--- config.mk ---
export PLATFORM = sky130hd
export DESIGN_NAME = sa_sequencer
export DESIGN_NICKNAME = d
export VERILOG_FILES = /design/src/rtl/sa_sequencer.sv
export SDC_FILE = /design/constraint.sdc
export NUM_CORES = 1
export LEC_CHECK = 0
export ABC_AREA = 1
export ABC_CLOCK_PERIOD_IN_PS = 4100
export BUFFER_PORTS_ARGS = -buffer_cell sky130_fd_sc_hd__buf_2
export CORE_MARGIN = 5
export CORE_UTILIZATION = 56
export CTS_CLUSTER_DIAMETER = 100
export DETAILED_ROUTE_END_ITERATION = 6
export PLACE_DENSITY = 0.84
export SYNTH_ARGS = -nofsm -noshare
export SYNTH_HDL_FRONTEND = slang
export SYNTH_SLANG_ARGS = --single-unit
--- constraint.sdc ---
create_clock -name CLK -period 4.1 [get_ports CLK]
set_clock_uncertainty 0.2 [all_clocks]
set_input_delay 0.205 -clock CLK [delete_from_list [all_inputs] [get_ports CLK]]
set_output_delay 0.205 -clock CLK [all_outputs]
set_load 0.01 [all_outputs]
--- src/rtl/sa_sequencer.sv ---
// Front-end sequencer for the 8x8 systolic-array controller: streams 128 operand
// bytes into the controller, loads, computes, then reads 64 results back out.
module sa_sequencer #(
    parameter int unsigned COMPUTE_CYCLES = 24
) (
    input  logic        CLK,
    input  logic        RST,
    input  logic [7:0]  IN_DATA,
    input  logic        IN_VALID,
    output logic        IN_READY,
    output logic [18:0] OUT_DATA,
    output logic        OUT_VALID,
    output logic        OUT_LAST,
    input  logic        OUT_READY,
    output logic        BUSY,
    output logic        CTRL_EN,
    output logic        CTRL_WRITE,
    output logic        CTRL_LOAD,
    output logic [3:0]  CTRL_REG_SELECT,
    output logic [2:0]  CTRL_IDX,
    output logic [7:0]  CTRL_DATA_IN,
    input  logic [18:0] CTRL_DATA_OUT,
    input  logic        CTRL_DATA_OUTPUT_EN
);

    typedef enum logic [2:0] {
        WRITE, LOAD, COMPUTE, RD_ISSUE, RD_CAPTURE, RD_WAIT
    } state_e;

    typedef struct packed {
        logic       en;
        logic       wr;
        logic       ld;
        logic [3:0] rs;
        logic [2:0] idx;
        logic [7:0] din;
    } cmd_t;

    state_e      state_q, state_d;
    logic [6:0]  k_q, k_d;
    logic [7:0]  cnt_q, cnt_d;
    logic [5:0]  n_q, n_d;
    cmd_t        cmd_q, cmd_d;
    logic [18:0] out_data_q, out_data_d;
    logic        out_valid_q, out_valid_d;
    logic        out_last_q, out_last_d;
    logic        accept;

    function automatic cmd_t read_cmd(input logic [5:0] n);
        read_cmd = '{en: 1'b1, wr: 1'b1, ld: 1'b1, rs: {1'b0, n[5:3]},
                     idx: n[2:0], din: 8'h00};
    endfunction

    assign accept = IN_VALID && (state_q == WRITE);

    always_ff @(posedge CLK) begin
        if (RST) begin
            state_q     <= WRITE;
            k_q         <= '0;
            cnt_q       <= '0;
            n_q         <= '0;
            cmd_q       <= '0;
            out_data_q  <= '0;
            out_valid_q <= 1'b0;
            out_last_q  <= 1'b0;
        end else begin
            state_q     <= state_d;
            k_q         <= k_d;
            cnt_q       <= cnt_d;
            n_q         <= n_d;
            cmd_q       <= cmd_d;
            out_data_q  <= out_data_d;
            out_valid_q <= out_valid_d;
            out_last_q  <= out_last_d;
        end
    end

    // COMPUTE stays one extra cycle so the first read is registered on its exit
    // and appears on the port directly after the last compute command.
    always_comb begin
        state_d = state_q;
        k_d     = k_q;
        cnt_d   = cnt_q;
        n_d     = n_q;
        case (state_q)
            WRITE: begin
                if (accept) begin
                    k_d = k_q + 7'd1;
                    if (k_q == 7'd127) begin
                        state_d = LOAD;
                        cnt_d   = '0;
                    end
                end
            end
            LOAD: begin
                cnt_d = cnt_q + 8'd1;
                if (cnt_q == 8'd7) begin
                    state_d = COMPUTE;
                    cnt_d   = '0;
                end
            end
            COMPUTE: begin
                cnt_d = cnt_q + 8'd1;
                if (cnt_q == 8'(COMPUTE_CYCLES)) begin
                    state_d = RD_ISSUE;
                    cnt_d   = '0;
                    n_d     = '0;
                end
            end
            RD_ISSUE:   state_d = RD_CAPTURE;
            RD_CAPTURE: state_d = RD_WAIT;
            RD_WAIT: begin
                if (OUT_READY) begin
                    if (n_q == 6'd63) begin
                        state_d = WRITE;
                        k_d     = '0;
                        n_d     = '0;
                    end else begin
                        state_d = RD_ISSUE;
                        n_d     = n_q + 6'd1;
                    end
                end
            end
            default: state_d = WRITE;
        endcase
    end

    always_comb begin
        cmd_d       = '0;
        out_data_d  = out_data_q;
        out_valid_d = out_valid_q;
        out_last_d  = out_last_q;
        case (state_q)
            WRITE: begin
                if (accept) begin
                    cmd_d = '{en: 1'b1, wr: 1'b1, ld: 1'b0, rs: k_q[6:3],
                              idx: k_q[2:0], din: IN_DATA};
                end
            end
            LOAD: cmd_d.en = 1'b1;
            COMPUTE: begin
                if (cnt_q == 8'(COMPUTE_CYCLES)) begin
                    cmd_d = read_cmd(n_d);
                end else begin
                    cmd_d.en = 1'b1;
                end
            end
            RD_CAPTURE: begin
                out_data_d  = CTRL_DATA_OUT;
                out_valid_d = 1'b1;
                out_last_d  = (n_q == 6'd63);
            end
            RD_WAIT: begin
                if (OUT_READY) begin
                    out_valid_d = 1'b0;
                    if (n_q != 6'd63) begin
                        cmd_d = read_cmd(n_d);
                    end
                end
            end
            default: ;
        endcase
        if (state_q == LOAD) begin
            cmd_d.ld = 1'b1;
        end
    end

    assign IN_READY        = (state_q == WRITE);
    assign BUSY            = !((state_q == WRITE) && (k_q == 7'd0));
    assign OUT_DATA        = out_data_q;
    assign OUT_VALID       = out_valid_q;
    assign OUT_LAST        = out_last_q;
    assign CTRL_EN         = cmd_q.en;
    assign CTRL_WRITE      = cmd_q.wr;
    assign CTRL_LOAD       = cmd_q.ld;
    assign CTRL_REG_SELECT = cmd_q.rs;
    assign CTRL_IDX        = cmd_q.idx;
    assign CTRL_DATA_IN    = cmd_q.din;

    a_capture_valid: assert property (@(posedge CLK) disable iff (RST)
        (state_q == RD_CAPTURE) |-> CTRL_DATA_OUTPUT_EN);

endmodule

==> metrics.md <==
| Metric | Value |
|---|---|
| Post-route DRC | 0 |
| Pwr/cell area | 378 nW/um^2 |
| Post-synth cell types | 25 |
| Status | finished, final reports clean |
| Leak | 1.68 nW |
| Fraction of layout cells with a size suffix above 1 | 0.196 |
| Post-Layout Cell Count | 585 |
| Max-slew violations | 0 |
| Post-synth top area share | 0.444 |
| Worst R2R Setup Slack | 1.79 ns |
| CTS tree | done |
| Final Hold Vio Count | 0 |
| Final Setup Violations | 0 |
| Sink Count | 63 |
| Iter 0 DRT Violations | 237 |
| Detailed placement HPWL | 4.89 mm |
| TNS Setup | 0 ns |
| Req. time, crit path | 4.17 ns |
| Worst hold path stage count | 4 |
| Crit end category | register |
| Clk buf depth | 2 |
| Min-Delay Path Class | in -> reg |
| Startpoint type of the worst setup path | register |
| Utilization after layout | 0.734 |
| Synth area leaders | dfxtp_1 (44%), nand2_1 (13%), nor2_1 (10%), a21oi_1 (4.9%), nand3_1 (4.9%) |
| GRT Overall Usage | 0.259 |
| Synthesized area per cell | 6.89 um^2 |
| Fmax | 433 MHz |
| Crit-path cells | nor2_1, nand2_1, inv_1, nor2_1, nor2_1 |
| WL final | 7.95 mm |
| Area of the die | 6590 um^2 |
| Via count | 3068 |
| Worst-path clk slew | 0.07 ns |
| CTS H-tree lvls | 3 |
| Most frequent cell on the critical path | nor2_1 |
| VDD IR-drop max | 271 uV |
| # Max-Cap Violations | 0 |
| Max incr delay on CP | 0.64 ns |
| Num ports | 73 |
| Post-placement cell count | 541 |
| Commonest non-fill, non-tap cell in the layout | nand2_1 |
| Mapped Cells | 412 |
| Seq/Total Area, Yosys | 0.444 |
| CTS-repair resized insts | 0 |
| Initial core utilization | 0.567 |
| First-pass GRT wire length | 13.1 mm |
| Hold Startpoint | OUT_READY |
| Final GP Congestion | 0.853 |
| Postcts setup bufs | 0 |
| Synth Warn # | 0 |
| Worst r2r dst | OUT_DATA[3] |
| CTS root buf | clkbuf_8 |
| CP arrival | 2.38 ns |
| CP max FO | 23 |
| Floorplan core area | 5010 um^2 |
| Area leader, netlist | dfxtp_1 |
| Worst skew pair latency | 0.35 ns |
| Die width | 81.2 um |
| Fin area | 3670 um^2 |
| Reg2reg path depth | 5 |
| Via/cell ratio | 5.24 |
| Mean routed wirelength per cell | 13.6 um |
| Pin count of the biggest net entering global routing | 32 |
| Inserted Clock Buffers | 9 |
| Worst slew margin | 0.457 |
| Unrepaired setup endpoints after global routing | no |
| Worst-margin pin slew | 0.814 ns |
| Core Rows | 26 |
| CP startpoint | state_q[0] |
| Most frequent cells in the layout | nand2_1 (96), nor2_1 (78), buf_2 (71), dfxtp_1 (63), inv_1 (35) |
| Number of global-route vias before repair | 2900 |
| Synth Cell Area | 2840 um^2 |
| First-pass DRT Iterations | 5 |
| Fin nets | 546 |
| DRT antenna net count | 0 |
| Post-Syn Nets | 449 |
| Dpl cell area | 3230 um^2 |
| RR Startpoint | state_q[0] |
| Antenna violations before repair | 0 |
| Crit path max-delay cell type | inv_1 |
| Die Y-Extent | 81.2 um |
| Grt ovf | 0 |
| Min cycle time layout | 2.31 ns |
| Port buffer count | 71 |
| #FFs+latches synth | 63 |
| Area Growth Syn to Fin | 29.4% |
| Period utilisation layout | 0.563 |
| Setup CP Type | reg -> reg |
| WHS Endpoint | n_q[0] |
[Yosys cell counts (all sizes together)]
master	number
nand4	4
o21ai	28
inv	41
xor2	3
buf	4
nand3	29
nor2	81
o21bai	1
nor3	6
o22ai	1
clkbuf	8
a21oi	30
dfxtp	63
xnor2	1
nand2	100
ha	5
a31oi	3
o211ai	4
[sequential cells by signal, summed over array words and instances (netlist names)]
| register | count |
|---|---|
| CTRL_WRITE | 1 |
| CTRL_EN | 1 |
| OUT_VALID | 1 |
| OUT_LAST | 1 |
| OUT_DATA | 19 |
| CTRL_IDX | 3 |
| CTRL_LOAD | 1 |
| state_q | 3 |
| k_q | 7 |
| CTRL_REG_SELECT | 4 |
| cnt_q | 8 |
| CTRL_DATA_IN | 8 |
| n_q | 6 |
[routing by layer]
layer,track usage,part of all wire
met1,0.298,0.41
met2,0.428,0.48
met3,0.0854,0.075
met4,0.132,0.034
met5,0,0
[area by class of cell]
| class | count | area (um^2) |
|---|---|---|
| sequential | 63 | 1260 |
| timing repair buffer | 98 | 626 |
| multi-input combinational | 296 | 1370 |
| inverter | 41 | 154 |
| antenna | 1 | 2.50 |
| fill | 399 | 1340 |
| clock inverter | 3 | 17.5 |
| tap | 70 | 87.6 |
| clock buffer | 13 | 159 |
[metrics by stage]
| stage | hold slack [ns] | setup slack (ns) | power [mW] |
|---|---|---|---|
| 2_1_floorplan | 0.126 | 2.53 | 0.823 |
| 3_3_place_gp | 0.224 | 1.91 | 0.887 |
| 3_5_place_dp | 0.239 | 1.90 | 0.894 |
| 4_1_cts | 0.0560 | 1.83 | 1.39 |
| 5_1_grt | 0.0646 | 1.56 | 1.47 |
| 6_report | 0.0725 | 1.79 | 1.39 |
[where the power goes]
part,total [mW],internal (mW),switching (mW)
Sequential,0.656,0.637,0.0187
Clock,0.483,0.250,0.232
Combinational,0.251,0.0925,0.158
Total,1.39,0.980,0.410
[worst max path at each step]
stage,end,slack [ns],cells after the start
global placement,OUT_LAST,1.91,5
global route,OUT_DATA[3],1.56,5
CTS,k_q[1],1.83,7
floorplan,cnt_q[2],2.53,6
finish,OUT_DATA[3],1.79,5
detailed placement,k_q[0],1.90,7
[repair_timing]
| action | in CTS | in global routing |
|---|---|---|
| hold endpoints to repair | 27 | 0 |
| setup endpoints to repair | 0 | 0 |
| hold buffers | 27 | 0 |
[critical path, delay by kind of cell (launching register included)]
kind          cells  cell delay [ns]
simple gates      4             1.00
buf+inv           1             0.64
flops             1             0.39
[cells by family after synthesis]
kind of cell    synth area share
simple gates               0.318
xor+xnor                  0.0123
buf+inv                   0.0740
compound gates             0.130
flops                      0.444
fa+ha+maj                 0.0220
(Power assumes the default switching activity.)
